[src/rtl/sram_io_burst_ctrl.sv]
// Avalon-MM burst controller for the SCPU IO serial link (load/si/so).
// TX/RX FIFOs, auto-incrementing frame address, programmable bit period, abort, sticky status.
module sram_io_burst_ctrl #(
    parameter int MEMORY_DATA_WIDTH = 8,
    parameter int MEMORY_ADDR_WIDTH = 9,
    parameter int FRAME_BITS        = MEMORY_ADDR_WIDTH + MEMORY_DATA_WIDTH,
    parameter int FIFO_DEPTH        = 16,
    parameter int BIT_DIV           = 1
) (
    input  logic        csi_clk,
    input  logic        rsi_reset,
    input  logic [31:0] avs_cpuctrl_writedata,
    input  logic        avs_cpuctrl_write,
    output logic [31:0] avs_cpustat_readdata,
    input  logic [31:0] avs_sram_addr_writedata,
    input  logic        avs_sram_addr_write,
    input  logic [31:0] avs_sram_data_writedata,
    input  logic        avs_sram_data_write,
    input  logic        avs_sram_data_read,
    output logic [31:0] avs_sram_data_readdata,
    output logic        coe_ctrl_load_export,
    output logic        coe_ctrl_si_export,
    output logic        coe_ctrl_mod0_export,
    output logic        coe_ctrl_mod1_export,
    input  logic        coe_ctrl_so_export,
    input  logic        coe_ctrl_rdy_export
);

    localparam int PW = (FIFO_DEPTH > 1) ? $clog2(FIFO_DEPTH) : 1;
    localparam int DW = (BIT_DIV > 1) ? $clog2(BIT_DIV) : 1;
    localparam int BW = (FRAME_BITS > 1) ? $clog2(FRAME_BITS) : 1;
    localparam logic [PW:0]   DEPTH_C  = (PW+1)'(FIFO_DEPTH);
    localparam logic [DW-1:0] DIV_LAST = DW'(BIT_DIV - 1);
    localparam logic [BW-1:0] BIT_LAST = BW'(FRAME_BITS - 1);

    typedef enum logic [1:0] {S_IDLE, S_LOAD, S_SHIFT, S_GAP} state_t;

    state_t                       state;
    logic [1:0]                   mode;
    logic [7:0]                   frames_rem;
    logic [MEMORY_ADDR_WIDTH-1:0] base_addr;
    logic [MEMORY_ADDR_WIDTH-1:0] addr_cnt;
    logic [DW-1:0]                div_cnt;
    logic [BW-1:0]                bit_idx;
    logic [FRAME_BITS-1:0]        tx_sh;
    logic [FRAME_BITS-1:0]        rx_sh;
    logic                         stall;
    logic                         done;
    logic                         tx_ovf;
    logic                         rx_ovf;

    logic [MEMORY_DATA_WIDTH-1:0] tx_mem [FIFO_DEPTH];
    logic [PW-1:0]                tx_wp, tx_rp;
    logic [PW:0]                  tx_cnt;
    logic [FRAME_BITS-1:0]        rx_mem [FIFO_DEPTH];
    logic [PW-1:0]                rx_wp, rx_rp;
    logic [PW:0]                  rx_cnt;

    logic tx_full, tx_empty, rx_full, rx_empty;
    logic tx_pop, tx_push_ok, rx_push, rx_push_ok, rx_pop;
    logic ctl_start, ctl_abort, start_ok, period_end, last_bit, frame_next;
    logic [FRAME_BITS-1:0] rx_word;
    logic unused_bits;

    // Avalon strobes are zero-wait-state: every write/read strobe is consumed in the cycle it is high.
    assign ctl_abort  = avs_cpuctrl_write & avs_cpuctrl_writedata[1];
    assign ctl_start  = avs_cpuctrl_write & avs_cpuctrl_writedata[0] & ~avs_cpuctrl_writedata[1];
    assign start_ok   = ctl_start && (state == S_IDLE) && (avs_cpuctrl_writedata[15:8] != 8'd0);
    assign period_end = (div_cnt == DIV_LAST);
    assign last_bit   = (state == S_SHIFT) && period_end && (bit_idx == BIT_LAST);
    assign frame_next = (state == S_GAP) && period_end && (stall || frames_rem != 8'd1);
    assign rx_word    = {coe_ctrl_so_export, rx_sh[FRAME_BITS-1:1]};

    assign tx_full  = (tx_cnt == DEPTH_C);
    assign tx_empty = (tx_cnt == '0);
    assign rx_full  = (rx_cnt == DEPTH_C);
    assign rx_empty = (rx_cnt == '0);

    always_comb begin
        tx_pop  = 1'b0;
        rx_push = 1'b0;
        if (!ctl_abort) begin
            if (start_ok)
                tx_pop = (avs_cpuctrl_writedata[3:2] == 2'b00) && !tx_empty;
            else if (frame_next && mode == 2'b00)
                tx_pop = !tx_empty;
            rx_push = last_bit && (mode == 2'b10);
        end
    end

    assign rx_pop     = avs_sram_data_read && !rx_empty;
    assign tx_push_ok = avs_sram_data_write && (!tx_full || tx_pop);
    assign rx_push_ok = rx_push && (!rx_full || rx_pop);

    always_ff @(posedge csi_clk) begin
        if (tx_push_ok) tx_mem[tx_wp] <= avs_sram_data_writedata[MEMORY_DATA_WIDTH-1:0];
        if (rx_push_ok) rx_mem[rx_wp] <= rx_word;
    end

    always_ff @(posedge csi_clk or posedge rsi_reset) begin
        if (rsi_reset) begin
            tx_wp  <= '0;
            tx_rp  <= '0;
            tx_cnt <= '0;
            tx_ovf <= 1'b0;
            rx_wp  <= '0;
            rx_rp  <= '0;
            rx_cnt <= '0;
            rx_ovf <= 1'b0;
        end else begin
            if (tx_push_ok) tx_wp <= tx_wp + 1'b1;
            if (tx_pop)     tx_rp <= tx_rp + 1'b1;
            if (tx_push_ok && !tx_pop)      tx_cnt <= tx_cnt + 1'b1;
            else if (!tx_push_ok && tx_pop) tx_cnt <= tx_cnt - 1'b1;
            if (rx_push_ok) rx_wp <= rx_wp + 1'b1;
            if (rx_pop)     rx_rp <= rx_rp + 1'b1;
            if (rx_push_ok && !rx_pop)      rx_cnt <= rx_cnt + 1'b1;
            else if (!rx_push_ok && rx_pop) rx_cnt <= rx_cnt - 1'b1;
            // A new overflow in the same cycle as the start that clears it still sticks.
            if (start_ok) begin
                tx_ovf <= 1'b0;
                rx_ovf <= 1'b0;
            end
            if (avs_sram_data_write && !tx_push_ok) tx_ovf <= 1'b1;
            if (rx_push && !rx_push_ok)             rx_ovf <= 1'b1;
        end
    end

    always_ff @(posedge csi_clk or posedge rsi_reset) begin
        if (rsi_reset)                base_addr <= '0;
        else if (avs_sram_addr_write) base_addr <= avs_sram_addr_writedata[MEMORY_ADDR_WIDTH-1:0];
    end

    always_ff @(posedge csi_clk or posedge rsi_reset) begin
        if (rsi_reset) begin
            state                <= S_IDLE;
            mode                 <= 2'b00;
            frames_rem           <= '0;
            addr_cnt             <= '0;
            div_cnt              <= '0;
            bit_idx              <= '0;
            tx_sh                <= '0;
            rx_sh                <= '0;
            stall                <= 1'b0;
            done                 <= 1'b0;
            coe_ctrl_load_export <= 1'b0;
            coe_ctrl_si_export   <= 1'b0;
            coe_ctrl_mod0_export <= 1'b0;
            coe_ctrl_mod1_export <= 1'b0;
        end else if (ctl_abort) begin
            state                <= S_IDLE;
            div_cnt              <= '0;
            stall                <= 1'b0;
            coe_ctrl_load_export <= 1'b0;
            coe_ctrl_si_export   <= 1'b0;
            coe_ctrl_mod0_export <= 1'b0;
            coe_ctrl_mod1_export <= 1'b0;
        end else begin
            if (state != S_IDLE) div_cnt <= period_end ? '0 : div_cnt + 1'b1;
            case (state)
                S_IDLE: if (start_ok) begin
                    mode                 <= avs_cpuctrl_writedata[3:2];
                    addr_cnt             <= base_addr;
                    div_cnt              <= '0;
                    done                 <= 1'b0;
                    coe_ctrl_mod0_export <= avs_cpuctrl_writedata[2];
                    coe_ctrl_mod1_export <= avs_cpuctrl_writedata[3] & avs_cpuctrl_writedata[2];
                    frames_rem           <= avs_cpuctrl_writedata[2] ? 8'd0 : avs_cpuctrl_writedata[15:8];
                    if (avs_cpuctrl_writedata[3:2] == 2'b00 && tx_empty) begin
                        state <= S_GAP;
                        stall <= 1'b1;
                    end else begin
                        state                <= S_LOAD;
                        coe_ctrl_load_export <= 1'b1;
                        tx_sh                <= {base_addr, tx_mem[tx_rp]};
                    end
                end
                S_LOAD: if (period_end) begin
                    coe_ctrl_load_export <= 1'b0;
                    if (mode[0]) begin
                        state                <= S_IDLE;
                        done                 <= 1'b1;
                        coe_ctrl_mod0_export <= 1'b0;
                        coe_ctrl_mod1_export <= 1'b0;
                    end else begin
                        state              <= S_SHIFT;
                        bit_idx            <= '0;
                        coe_ctrl_si_export <= (mode == 2'b00) & tx_sh[0];
                        tx_sh              <= tx_sh >> 1;
                    end
                end
                S_SHIFT: if (period_end) begin
                    rx_sh <= rx_word;
                    if (bit_idx == BIT_LAST) begin
                        state              <= S_GAP;
                        coe_ctrl_si_export <= 1'b0;
                        addr_cnt           <= addr_cnt + 1'b1;
                    end else begin
                        bit_idx            <= bit_idx + 1'b1;
                        coe_ctrl_si_export <= (mode == 2'b00) & tx_sh[0];
                        tx_sh              <= tx_sh >> 1;
                    end
                end
                S_GAP: if (period_end) begin
                    // A stalled GAP is an underrun wait, not a frame's trailing gap: no decrement.
                    if (!stall && frames_rem == 8'd1) begin
                        state                <= S_IDLE;
                        frames_rem           <= 8'd0;
                        done                 <= 1'b1;
                        coe_ctrl_mod0_export <= 1'b0;
                        coe_ctrl_mod1_export <= 1'b0;
                    end else begin
                        if (!stall) frames_rem <= frames_rem - 8'd1;
                        if (mode == 2'b00 && tx_empty) begin
                            stall <= 1'b1;
                        end else begin
                            stall                <= 1'b0;
                            state                <= S_LOAD;
                            coe_ctrl_load_export <= 1'b1;
                            tx_sh                <= {addr_cnt, tx_mem[tx_rp]};
                        end
                    end
                end
                default: state <= S_IDLE;
            endcase
        end
    end

    assign avs_cpustat_readdata = {16'd0, frames_rem, done, rx_ovf, tx_ovf, rx_empty, tx_empty,
                                   tx_full, (state != S_IDLE), coe_ctrl_rdy_export};
    assign avs_sram_data_readdata = rx_empty ? 32'd0 : 32'(rx_mem[rx_rp]);

    assign unused_bits = ^{avs_cpuctrl_writedata[31:16], avs_cpuctrl_writedata[7:4],
                           avs_sram_addr_writedata[31:MEMORY_ADDR_WIDTH],
                           avs_sram_data_writedata[31:MEMORY_DATA_WIDTH], rx_sh[0]};

endmodule

[config.mk]
export PLATFORM = sky130hd
export DESIGN_NAME = sram_io_burst_ctrl
export DESIGN_NICKNAME = d
export VERILOG_FILES = /design/src/rtl/sram_io_burst_ctrl.sv
export SDC_FILE = /design/constraint.sdc
export NUM_CORES = 1
export LEC_CHECK = 0
export CORE_MARGIN = 1
export CORE_UTILIZATION = 50
export DETAILED_ROUTE_END_ITERATION = 10
export PLACE_DENSITY = 0.72
export SETUP_SLACK_MARGIN = 0.5
export SKIP_CTS_REPAIR_TIMING = 1
export SLEW_MARGIN = 15
export SYNTH_ARGS = -nofsm -noshare
export SYNTH_HDL_FRONTEND = slang
export SYNTH_SLANG_ARGS = --single-unit
[constraint.sdc]
create_clock -name csi_clk -period 4.9 [get_ports csi_clk]
set_input_delay 0.98 -clock csi_clk [delete_from_list [all_inputs] [get_ports csi_clk]]
set_output_delay 0.98 -clock csi_clk [all_outputs]
set_load 0.01 [all_outputs]
# Yosys cells after proc, flatten, opt, wreduce, memory -nomap -nowiden
# Memory sizes are Yosys's and may differ from the RTL's.
# Index checks and enable logic that the tools add are counted.
dict set report totals {
  ff_bits 104
  ram_bits 400
  in_bits 104
  out_inout_bits 68
  elab_cells 236
  n_memories 2
}
# name words word_bits rd rd_clocked_by_memory_dff write_ports line
set memory_table {}
lappend memory_table {rx_mem 16 17 1 0 1 55} ;# logic [FRAME_BITS-1:0] rx_mem [FIFO_DEPTH];
lappend memory_table {tx_mem 16 8 1 0 1 52} ;# logic [MEMORY_DATA_WIDTH-1:0] tx_mem [FIFO_DEPTH];
dict set report classes {
  addsub 12
  n_eq_ne 35
  muxes 93
  bitwise 8
  reduce_logical 63
}
# operator count
set op_table {}
lappend op_table {{17-bit two-way mux} 10}
lappend op_table {{17-bit one-hot mux with 4 select lines} 1}
lappend op_table {{1-bit two-way mux} 46}
lappend op_table {{5-bit two-way mux} 8}
lappend op_table {{8-bit two-way mux} 5}
lappend op_table {{9-bit two-way mux} 3}
lappend op_table {{3-bit inequality test (second input constant)} 9}
lappend op_table {{1-bit logical AND} 21}
lappend op_table {{2-bit two-way mux} 10}
lappend op_table {{2-bit inequality test (second input constant)} 10}
lappend op_table {{9-bit one-hot mux with 2 select lines} 1}
lappend op_table {{6-bit AND reduction} 3}
lappend op_table {{4-bit by 1-bit adder with 4-bit output (second input constant)} 4}
lappend op_table {{8-bit one-hot mux with 2 select lines} 1}
lappend op_table {{2-bit nonzero test} 8}
lappend op_table {{5-bit by 1-bit adder with 5-bit output (second input constant)} 3}
lappend op_table {{5-bit == test (second input constant)} 3}
lappend op_table {{5-bit AND reduction} 3}
lappend op_table {{7-bit AND reduction} 2}
lappend op_table {{3-bit by 2-bit inequality test with 1-bit output (second input constant)} 4}
lappend op_table {{1-bit one-hot mux with 3 select lines} 4}
lappend op_table {{5-bit logical NOT} 2}
lappend op_table {{5-bit one-hot mux with 2 select lines} 1}
lappend op_table {{10-bit AND reduction} 1}
lappend op_table {{22 further kinds} 48}

# Depth between registers and ports, before layout
# Gate-level depths: netlist (run 1).
dict set report logic_depth {
  ltp_word 13
  ltp_mapped 17
  ltp_nobuf 15
}

# Least setup slack after synthesis (run 1)
# OpenSTA, ideal clock, no wires.
dict set report synth_timing {
  path_kind {input to register}
  from {input avs_cpuctrl_writedata[8]}
  to {register tx_cnt[4]}
  setup_ns 0.126
  arrival_ns 3.696
  required_ns 4.774
  slack_ns 1.077
  path_stages 14
  path_buffers 1
  cell_sequence {nor4_1 a21boi_2 mux2_2 o21ai_1 buf_2 inv_1 ha_1 inv_1 ha_1 a21o_1 a21oi_1 xnor2_1 nor2_1 xor2_1}
}
dict set report synth_via {
  elab_chain_len 9
  elab_cells_between_ends 12
  cone_classes {mux: 3; reduce/logical: 9}
}
# item line
set synth_rtl {}
lappend synth_rtl {{from (decl)} 12} ;# input logic [31:0] avs_cpuctrl_writedata,
lappend synth_rtl {{8-bit nonzero test (*)} 68} ;# assign start_ok = ctl_start && (state == S_IDLE) && (avs_cpuctrl_writedata[15:8] != 8'd0);
lappend synth_rtl {{1-bit logical AND (*)} 68}
lappend synth_rtl {{1-bit two-way mux (*)} 83} ;# if (start_ok)
lappend synth_rtl {{1-bit two-way mux (*)} 82} ;# if (!ctl_abort) begin
lappend synth_rtl {{1-bit logical OR (*)} 92} ;# assign tx_push_ok = avs_sram_data_write && (!tx_full || tx_pop);
lappend synth_rtl {{1-bit logical AND (*)} 92}
lappend synth_rtl {{net tx_push_ok} 60} ;# logic tx_pop, tx_push_ok, rx_push, rx_push_ok, rx_pop;
lappend synth_rtl {{1-bit logical NOT} 114} ;# else if (!tx_push_ok && tx_pop) tx_cnt <= tx_cnt - 1'b1;
lappend synth_rtl {{1-bit logical AND} 114}
lappend synth_rtl {{2-bit nonzero test (no source line)} n/a}
lappend synth_rtl {{to (signal assigned)} 113} ;# if (tx_push_ok && !tx_pop) tx_cnt <= tx_cnt + 1'b1;
lappend synth_rtl {{to (signal assigned)} 114}
lappend synth_rtl {{to (decl)} 54} ;# logic [PW:0] tx_cnt;
# Mark *: on every way through the listed nets, which the timed path passes. The rest lies on a longest branch.
# A chain may end at the register's enable or synchronous reset.

# Final worst setup path (run 1)
dict set report layout_timing {
  from {register rx_rp[0]}
  to {output avs_sram_data_readdata[8]}
}
dict set report layout_via {
  elab_chain_len 2
}
# item line
set layout_rtl {}
lappend layout_rtl {{from (decl)} 56} ;# logic [PW-1:0] rx_wp, rx_rp;
lappend layout_rtl {{from (signal assigned)} 116} ;# if (rx_pop) rx_rp <= rx_rp + 1'b1;
lappend layout_rtl {{memory 16 x 17 bit} n/a}
lappend layout_rtl {{17-bit two-way mux} 231} ;# assign avs_sram_data_readdata = rx_empty ? 32'd0 : 32'(rx_mem[rx_rp]);
lappend layout_rtl {{to (decl)} 20} ;# output logic [31:0] avs_sram_data_readdata,
# Every way passes these cells.

==> results.py, run 1 <==
metrics = {
    "run_status": {
        "status": "finished, final reports clean",
    },
    "detailed_routing": {
        "drc": 0,
        "dr_total_vias": 11080,
        "routed_wl_mm": 42.72,
        "dr.pass1.iters": 5,
        "avgRoutedWirePerCell_um": 22.19,
        "viasPerCell": 5.755,
        "ant_nets": 0,
        "drt_iter0_drc": 765,
    },
    "global_route": {
        "grt_start_max_net_pins": 67,
        "grt_use_met1_pct": 26.85,
        "top_usage_layer": "met2",
        "grt_use_met3_pct": 3.004,
        "antenna_found_initial": 0,
        "grt_pass1_vias": 11360,
        "grt-ovfl-total": 0,
        "grt_pass1_wl_mm": 65.71,
        "grt_usage_pct": 19.98,
        "grtUsageMet2_pct": 34.10,
    },
    "die": {
        "die_y_um": 208.4,
        "die-area_sq_um": 43430,
        "rows": 75,
        "core-area_sq_um": 41950,
        "die_width_um": 208.4,
        "start_util_pct": 50.78,
        "io_pins": 172,
    },
    "critical_path": {
        "critPathMaxFanout": 32,
        "crit_path_cell_trace": "buf_12 > mux4_2 > mux4_2 > nor2b_1 > clkdlybuf4s50_1",
        "slowest_stage": "dfrtp_4",
        "crit_path_start_kind": "register",
        "r2r_slack_ns": 1.23,
        "worst-endpoint-required_ns": 3.92,
        "critPathKind": "reg -> out",
        "crit_path_frequent_cell": "mux4_2",
        "cp_top_family": "multiplexers",
        "end_kind": "primary output",
        "max_stage_delay_ns": 0.65,
        "critPathArrivalTime_ns": 3.28,
        "crit_buf_inv": 2,
    },
    "timing": {
        "report.final.slew_viol_count": 0,
        "rsz0062_at_grt": "false",
        "slew_headroom_pct": 26.77,
        "period_needed_ns": 4.264,
        "hold_viol": 0,
        "timing.fmax_ghz": 0.2345,
        "tightest_slew_ns": 1.096,
        "setup_viol": 0,
        "fin_skew_ns": 0.02451,
        "min_period_over_period_pct": 87.03,
        "final.setup.tns_ns": 0,
    },
    "logic_synthesis": {
        "postSynthCellCount": 1237,
        "synth_edf_count": 400,
        "ys_seq_area_share_pct": 68.49,
        "postSynthAreaPerCell_sq_um": 17.22,
        "async_reset_ff_share_pct": 20.48,
        "synth_flop_cell": "edfxtp_1",
        "netlist-cell-type-count": 69,
        "yosys_warnings": 0,
        "synth-seq-cells": 503,
        "syn_area_sq_um": 21300,
    },
    "flow_run": {
        "drv_cap": 0,
    },
    "hold_path": {
        "hold_path.class": "reg -> reg",
    },
    "clock_network": {
        "cts_max_path_buffers": 3,
        "cts.sinks": 503,
        "cts_tree": "built",
        "cts-root-buf": "clkbuf_16",
        "cts_made_buffers": 51,
        "clock_latency_ns": 0.60,
        "clk_pin_slew_ns": 0.06,
        "cts_max_level": 2,
    },
    "finish": {
        "fin_cells": 1925,
        "fill_cells": 3096,
        "area_delta_synth_final_pct": 14.74,
        "fin_nets": 1480,
        "num_antenna_cells": 0,
        "drive_gt1_share_pct": 21.93,
    },
    "power": {
        "vdd_ir_drop_max_mv": 0.3467,
        "pwr-share-seq_pct": 43.7,
        "combPwrFrac_pct": 26.4,
        "p_per_area_nw_per_um2": 542.8,
        "p_leak_nw": 8.661,
        "pwr-share-clk_pct": 29.8,
        "p_sw_w": 0.003910,
        "p_int_w": 0.009356,
        "p_sw_share_pct": 29.47,
    },
    "placed_design": {
        "dp_cells": 1830,
        "gp_congestion": 0.8265,
        "dp_hpwl_mm": 25.58,
        "io_buffers": 71,
    },
}
[synthesized netlist by cell type, types with 4 or more instances]
cell type,instances,area [sq um]
mux4_2,109,2455
nand2b_1,14,87.58
a31oi_1,4,25.02
buf_2,15,75.07
mux2i_1,21,210.2
a22oi_1,28,210.2
o21ai_0,36,180.2
and3_1,5,31.28
dfrtp_1,103,2577
and2_1,15,93.84
nand2_1,61,229.0
nor2b_1,27,168.9
a21oi_1,21,105.1
nor3b_1,8,60.06
nor4_1,8,50.05
nor2_1,37,138.9
nor4b_1,5,43.79
mux2_4,10,150.1
inv_1,31,116.4
xnor2_1,10,87.58
buf_1,4,15.01
nor3_1,11,55.05
clkbuf_1,38,142.6
ha_1,29,362.9
nand3_1,22,110.1
buf_4,38,285.3
nand4_1,8,50.05
xor2_1,13,113.9
a21o_1,4,30.03
mux2_2,39,439.2
edfxtp_1,400,12010
[through the flow]
| step | util (%) | power (W) | setup WS [ns] | cell area, sq um | hold slack, ns |
|---|---|---|---|---|---|
| detailed placement | 54.07 | 0.009378 | 0.4391 | 22680 | 0.4995 |
| floorplan | - | 0.008239 | 1.077 | 21410 | 0.4510 |
| global placement | 54.07 | 0.009270 | 0.5134 | 22680 | 0.4757 |
| finish | 58.27 | 0.01327 | 0.6357 | 24440 | 0.4943 |
| global route | 58.27 | 0.01386 | 0.5323 | 24440 | 0.5337 |
| CTS | 58.19 | 0.01333 | 0.3673 | 24410 | 0.5140 |
[power groups by stage]
stage | sequential, W | combinational, W | clock [W]
2_1_floorplan | 0.00556 | 0.00268 | 0
3_3_place_gp | 0.00587 | 0.00340 | 0
3_5_place_dp | 0.00591 | 0.00347 | 0
4_1_cts | 0.00582 | 0.00350 | 0.00401
5_1_grt | 0.00588 | 0.00381 | 0.00417
6_report | 0.00580 | 0.00351 | 0.00396
[worst min-delay path, cell delays in order (launching register included)]
cell,delay (ns)
dfrtp_1,0.35
nand2_1,0.05
o21ai_0,0.06
[registers in the layout, summed over array words and instances (netlist names), 4 cells and up]
name and count:
rx_cnt 5, tx_cnt 5, base_addr 9, tx_rp 4, tx_mem 128, rx_mem 272
tx_wp 4, tx_sh 17, rx_sh 16, bit_idx 5, rx_rp 4, addr_cnt 9
rx_wp 4, frames_rem 8
[cell families after synthesis]
logic type	after synthesis	synth area share [%]
other	1	0.01760
muxes	179	15.28
and+or+nand+nor	238	6.062
DFF	503	68.49
adders and majority gates	31	1.891
buffers and inverters	127	3.048
AOI/OAI and AO/OA	135	4.270
xor gates and xnor gates	23	0.9457
[routing by layer]
metal,vias to the layer above,part of all wire (%)
met5,-,0
met4,0,1.8
met3,53,5.1
met2,328,51
met1,5699,42
li1,4999,-
[worst paths after layout]
path	from	end	cells past startpoint
max in group asynchronous	rsi_reset	tx_sh[16]	3
hold / removal	rx_ovf	rx_ovf	2
hold reg to reg	rx_ovf	rx_ovf	2
setup reg to reg	state[0]	tx_cnt[4]	14
min in group asynchronous	rsi_reset	rx_cnt[0]	2
setup / recovery	rx_rp[0]	avs_sram_data_readdata[8]	5
[layout by cell type, fill, tap and decap left out, drive strengths merged, types with 3 or more instances in the layout]
master,instances
bufinv,6
o21ai,38
inv,33
nand4,8
and2,15
nand2b,14
mux2i,21
edfxtp,400
dfrtp,103
xnor2,10
ha,29
mux2,49
nor2b,27
nand2,61
nor4,9
nand4b,3
nor3,11
and3,5
clkinvlp,4
a21o,5
a221oi,3
a21boi,3
clkdlybuf4s50,71
nand3,22
o22ai,3
a22oi,28
buf,50
o2bb2ai,3
nor4b,6
nor3b,8
a221o,3
xor2,13
nor2,37
mux4,109
clkbuf,63
a21oi,21
or4,3
clkinv,19
a31oi,4
conb,31
[layout make-up]
class / instances / area (sq um) / share of cell area [%]
inverters: 31 / 118.9 / 0.4863
clock buffers: 63 / 1373 / 5.616
clock inverters: 31 / 356.6 / 1.459
well taps: 539 / 674.4 / 2.759
multi-input cells: 637 / 6188 / 25.32
flip-flops and latches: 503 / 14600 / 59.72
repair buffers: 121 / 1135 / 4.643
No activity file was read; power rests on OpenSTA's default activity.
==> run 2, diff against run 1 <==
PLACE_DENSITY = 0.7   (was 0.72)
==> run 2 against run 1 <==
Net effect:
- non-clock buffer count decreased by 3
- cell count shrank 0.26%
- routed wire length is 0.88% higher
- critical path depth unchanged
- worst setup slack better by 0.012 ns
- clock skew is essentially flat
- combinational power is essentially flat
- die area stayed put
==> results.py, run 2 (same netlist as run 1, synthesis figures left out) <==
metrics = {
    "timing": {
        "tightest_slew_ns": 1.152,
        "period_needed_ns": 4.252,
        "timing.fmax_ghz": 0.2352,
        "slew_headroom_pct": 23.22,
        "setup_viol": 0,
        "rsz0062_at_grt": "false",
        "min_period_over_period_pct": 86.79,
        "fin_skew_ns": 0.02404,
        "final.setup.tns_ns": 0,
        "hold_viol": 0,
        "hold_ws_ns": 0.5019,
        "report.final.slew_viol_count": 0,
    },
    "global_route": {
        "grt_start_max_net_pins": 72,
        "grt-ovfl-total": 0,
        "grt_pass1_wl_mm": 66.63,
        "antenna_found_initial": 0,
        "grt_usage_pct": 20.32,
        "grt_pass1_vias": 11400,
    },
    "critical_path": {
        "r2r_start": "state[1]",
        "slowest_stage": "dfrtp_4",
        "crit_path_cell_trace": "buf_4 > mux4_2 > mux4_2 > nor2b_1 > clkdlybuf4s50_1",
        "max_stage_delay_ns": 0.69,
        "r2r-end": "tx_cnt[4]",
        "worst-endpoint-required_ns": 3.92,
        "r2r_slack_ns": 1.29,
        "crit_path_start_kind": "register",
        "critPathKind": "reg -> out",
        "r2r.worst_path.cells": 14,
        "crit_path_frequent_cell": "mux4_2",
        "crit_buf_inv": 2,
        "end_kind": "primary output",
        "critPathArrivalTime_ns": 3.27,
        "critPathMaxFanout": 15,
        "cp_top_family": "multiplexers",
    },
    "clock_network": {
        "cts_max_level": 2,
        "cts_tree": "built",
        "cts_made_buffers": 50,
        "cts.sinks": 503,
        "clk_pin_slew_ns": 0.06,
        "cts_max_path_buffers": 3,
        "clock_latency_ns": 0.61,
        "cts-root-buf": "clkbuf_16",
    },
    "detailed_routing": {
        "ant_nets": 0,
        "dr.pass1.iters": 5,
        "avgRoutedWirePerCell_um": 22.44,
        "routed_wl_mm": 43.09,
        "dr_total_vias": 11150,
        "drt_iter0_drc": 811,
        "viasPerCell": 5.806,
        "drc": 0,
    },
    "hold_path": {
        "hold_path.class": "reg -> reg",
        "min_to": "rx_ovf",
        "min-delay-start": "rx_ovf",
        "hold_depth": 2,
    },
    "finish": {
        "drive_gt1_share_pct": 21.72,
        "fill_cells": 3125,
        "area_delta_synth_final_pct": 14.68,
        "largest-register": "rx_mem",
        "fin_util_pct": 58.24,
        "fin_nets": 1476,
        "num_antenna_cells": 0,
        "top_regs": "rx_mem: 272 flops, tx_mem: 128 flops, tx_sh: 17 flops",
        "layout_commonest_cell": "edfxtp_1",
        "regArea_sq_um": 14600,
        "final_cell_mix": "400 x edfxtp_1, 109 x mux4_2, 100 x dfrtp_1",
        "multi_input_area_sq_um": 6188,
        "fin_cells": 1920,
        "largest_reg_flops": 272,
    },
    "die": {
        "die_width_um": 208.4,
        "io_pins": 172,
        "core-area_sq_um": 41950,
        "die-area_sq_um": 43430,
        "rows": 75,
        "die_y_um": 208.4,
        "start_util_pct": 50.78,
    },
    "placed_design": {
        "gp_congestion": 0.8408,
        "dp_hpwl_mm": 26.53,
        "io_buffers": 71,
        "dp_cells": 1826,
    },
    "power": {
        "pwr-share-seq_pct": 43.5,
        "p_per_area_nw_per_um2": 545.6,
        "pwr-share-clk_pct": 30.0,
        "p_int_w": 0.009411,
        "combPwrFrac_pct": 26.5,
        "vdd_ir_drop_max_mv": 0.3217,
        "p_sw_w": 0.003917,
        "p_leak_nw": 8.665,
        "p_sw_share_pct": 29.39,
    },
    "flow_run": {
        "drv_cap": 0,
    },
    "run_status": {
        "status": "finished, final reports clean",
    },
}
[run 2: cell types whose count changed in the layout (fill, tap and decap cells not counted), sizes merged]
| cell | before | now |
|---|---|---|
| buf | 50 | 47 |
| bufinv | 6 | 9 |
| clkinvlp | 4 | 1 |
| clkinv | 19 | 18 |
| clkbuf | 63 | 61 |
| inv | 33 | 34 |
[run 2: area by class of cell]
cell class,count,area share [%]
Sequential cell,503,59.75
Inverter,31,0.4866
Timing Repair Buffer,118,4.640
Tap cell,539,2.761
Clock buffer,61,5.291
Multi-Input combinational cell,637,25.33
Clock inverter,31,1.741
[run 2: how the worst max path moves through the flow]
stage / startpoint / to / slack, ns / cells after the start
finish: rx_rp[0] / avs_sram_data_readdata[8] / 0.65 / 5
global route: rx_rp[0] / avs_sram_data_readdata[8] / 0.54 / 5
CTS: rx_rp[0] / avs_sram_data_readdata[8] / 0.42 / 5
detailed placement: avs_cpuctrl_writedata[12] / tx_cnt[4] / 0.46 / 13
global placement: avs_cpuctrl_writedata[12] / tx_cnt[4] / 0.50 / 13
floorplan: avs_cpuctrl_writedata[8] / tx_cnt[4] / 1.08 / 14
[run 2: routing by layer]
metal / vias up / global-route usage [%] / share of wire, %
met3: 68 / 3.351 / 5.2
met2: 347 / 34.03 / 51
met4: 0 / 6.284 / 2.1
li1: 4993 / - / -
met5: - / 0 / 0
met1: 5740 / 27.37 / 42
[run 2: tightest hold or removal path, cell delays in order, from the launching register on]
cell and delay (ns):
dfrtp_1 0.35, nand2_1 0.05, o21ai_0 0.07
[run 2: stage by stage]
| stage | setup WS (ns) | area, sq um | total power (W) |
|---|---|---|---|
| final | 0.6475 | 24430 | 0.01333 |
| after CTS | 0.4217 | 24390 | 0.01341 |
| after detailed placement | 0.4552 | 22680 | 0.009408 |
| after global routing | 0.5362 | 24430 | 0.01397 |
| after global placement | 0.4958 | 22680 | 0.009320 |
| after floorplan | 1.077 | 21410 | 0.008239 |
[run 2: power by group through the flow]
stage               combinational (W)  clock (W)  sequential (W)
global route                  0.00384    0.00424         0.00589
floorplan                     0.00268          0         0.00556
global placement              0.00344          0         0.00588
CTS                           0.00351    0.00407         0.00583
finish                        0.00353    0.00399         0.00580
detailed placement            0.00349          0         0.00592
==> run 3, diff against run 2 <==
REMOVE_ABC_BUFFERS = 1   (was not set)
==> run 3 against run 2 <==
Net effect:
- via count fell by 0.21%
- clock skew up 0.0061 ns
- clock power increased by 5%
==> results.py, run 3 (same netlist as run 1, synthesis figures left out) <==
metrics = {
    "detailed_routing": {
        "drt_iter0_drc": 920,
        "drc": 0,
        "dr_total_vias": 11130,
        "ant_nets": 0,
        "routed_wl_mm": 43.11,
        "viasPerCell": 5.776,
        "dr.pass1.iters": 5,
        "avgRoutedWirePerCell_um": 22.38,
    },
    "die": {
        "rows": 75,
        "io_pins": 172,
        "die_y_um": 208.4,
        "start_util_pct": 50.78,
        "core-area_sq_um": 41950,
        "die-area_sq_um": 43430,
        "die_width_um": 208.4,
    },
    "critical_path": {
        "slowest_stage": "dfrtp_4",
        "crit_buf_inv": 2,
        "critPathArrivalTime_ns": 3.24,
        "r2r.worst_path.cells": 14,
        "critPathKind": "reg -> out",
        "crit_path_start_kind": "register",
        "max_stage_delay_ns": 0.61,
        "crit_path_cell_trace": "buf_12 > mux4_2 > mux4_2 > nor2b_1 > clkdlybuf4s50_1",
        "crit_path_frequent_cell": "mux4_2",
        "end_kind": "primary output",
        "cp_top_family": "multiplexers",
        "critPathMaxFanout": 32,
        "worst-endpoint-required_ns": 3.92,
        "worst-path-stages": 5,
    },
    "finish": {
        "layout_commonest_cell": "edfxtp_1",
        "drive_gt1_share_pct": 22.13,
        "fin_cells": 1926,
        "top_regs": "rx_mem: 272 flops, tx_mem: 128 flops, tx_sh: 17 flops",
        "largest-register": "rx_mem",
        "largest_reg_flops": 272,
        "fill_cells": 3141,
        "fin_nets": 1479,
        "area_delta_synth_final_pct": 15.12,
        "final_cell_mix": "400 x edfxtp_1, 109 x mux4_2, 100 x dfrtp_1",
        "fin_util_pct": 58.46,
        "design_area_sq_um": 24520,
        "num_antenna_cells": 0,
    },
    "clock_network": {
        "cts_max_level": 2,
        "cts-root-buf": "clkbuf_16",
        "clock_latency_ns": 0.61,
        "cts_tree": "built",
        "cts_max_path_buffers": 3,
        "cts.sinks": 503,
        "clk_pin_slew_ns": 0.06,
        "cts_made_buffers": 51,
    },
    "timing": {
        "report.final.slew_viol_count": 0,
        "fin_skew_ns": 0.03017,
        "tightest_slew_ns": 1.076,
        "timing.fmax_ghz": 0.2369,
        "final.setup.tns_ns": 0,
        "rsz0062_at_grt": "false",
        "setup_viol": 0,
        "slew_headroom_pct": 27.61,
        "min_period_over_period_pct": 86.16,
        "period_needed_ns": 4.222,
        "hold_viol": 0,
    },
    "run_status": {
        "status": "finished, final reports clean",
    },
    "power": {
        "p_leak_nw": 8.694,
        "vdd_ir_drop_max_mv": 0.4287,
        "p_per_area_nw_per_um2": 549.9,
    },
    "placed_design": {
        "gp_congestion": 0.8510,
        "dp_hpwl_mm": 25.73,
        "io_buffers": 71,
        "place_area_sq_um": 22690,
        "dp_cells": 1829,
    },
    "hold_path": {
        "hold_depth": 1,
        "hold_path.class": "reg -> reg",
    },
    "global_route": {
        "grt_start_max_net_pins": 71,
        "grt_pass1_vias": 11250,
        "antenna_found_initial": 0,
        "grt-ovfl-total": 0,
        "grt_pass1_wl_mm": 66.64,
        "grt_usage_pct": 20.27,
    },
    "flow_run": {
        "drv_cap": 0,
    },
}
run 3: area by class of cell:
class	instances	area, sq um	area share, %
sequential	503	14600	59.52
tap	539	674.4	2.750
inverter	31	118.9	0.4847
timing repair buffer	120	1124	4.582
clock inverter	31	462.9	1.888
clock buffer	65	1359	5.541
multi-input combinational	637	6188	25.24
run 3: metal layers:
layer	GRT usage [%]	routed length, um	up-vias
li1	-	-	4997
met1	28.13	18550	5757
met2	33.43	21570	301
met3	2.838	2038	70
met4	6.335	952	0
met5	0	0	-
run 3: worst reg2reg max path, cell delays in order (launching register included):
cell and delay, ns:
dfrtp_1 0.44, inv_1 0.13, ha_1 0.36, and4b_1 0.25
a21boi_2 0.40, mux2_2 0.43, o21ai_1 0.22, ha_1 0.25
inv_1 0.10, fa_1 0.41, a21o_1 0.19, a21oi_1 0.17
xnor2_1 0.13, nor2_1 0.07, xor2_1 0.15
run 3: path summary, 6_finish.rpt:
path	startpoint	end	slack, ns
worst max-delay path	rx_rp[0]	avs_sram_data_readdata[10]	0.68
worst min-delay path	tx_sh[12]	tx_sh[12]	0.51
worst max register to register	state[1]	tx_cnt[4]	1.08
worst min register to register	tx_sh[12]	tx_sh[12]	0.51
max in group asynchronous	rsi_reset	tx_sh[9]	3.11
min in group asynchronous	rsi_reset	frames_rem[6]	0.94
run 3: metrics by stage:
step | setup slack (ns) | hold WS [ns] | power, W
2_1_floorplan | -0.1150 | 0.4638 | 0.008162
3_3_place_gp | 0.4620 | 0.4724 | 0.009311
3_5_place_dp | 0.4073 | 0.4962 | 0.009386
4_1_cts | 0.4616 | 0.5127 | 0.01358
5_1_grt | 0.5303 | 0.5346 | 0.01411
6_report | 0.6779 | 0.5103 | 0.01348
run 3: power by group:
part | switching [W] | internal, W | leakage, nW
combinational | 0.00165 | 0.00187 | 2.84
sequential | 0.000630 | 0.00516 | 4.98
clock | 0.00167 | 0.00251 | 0.874
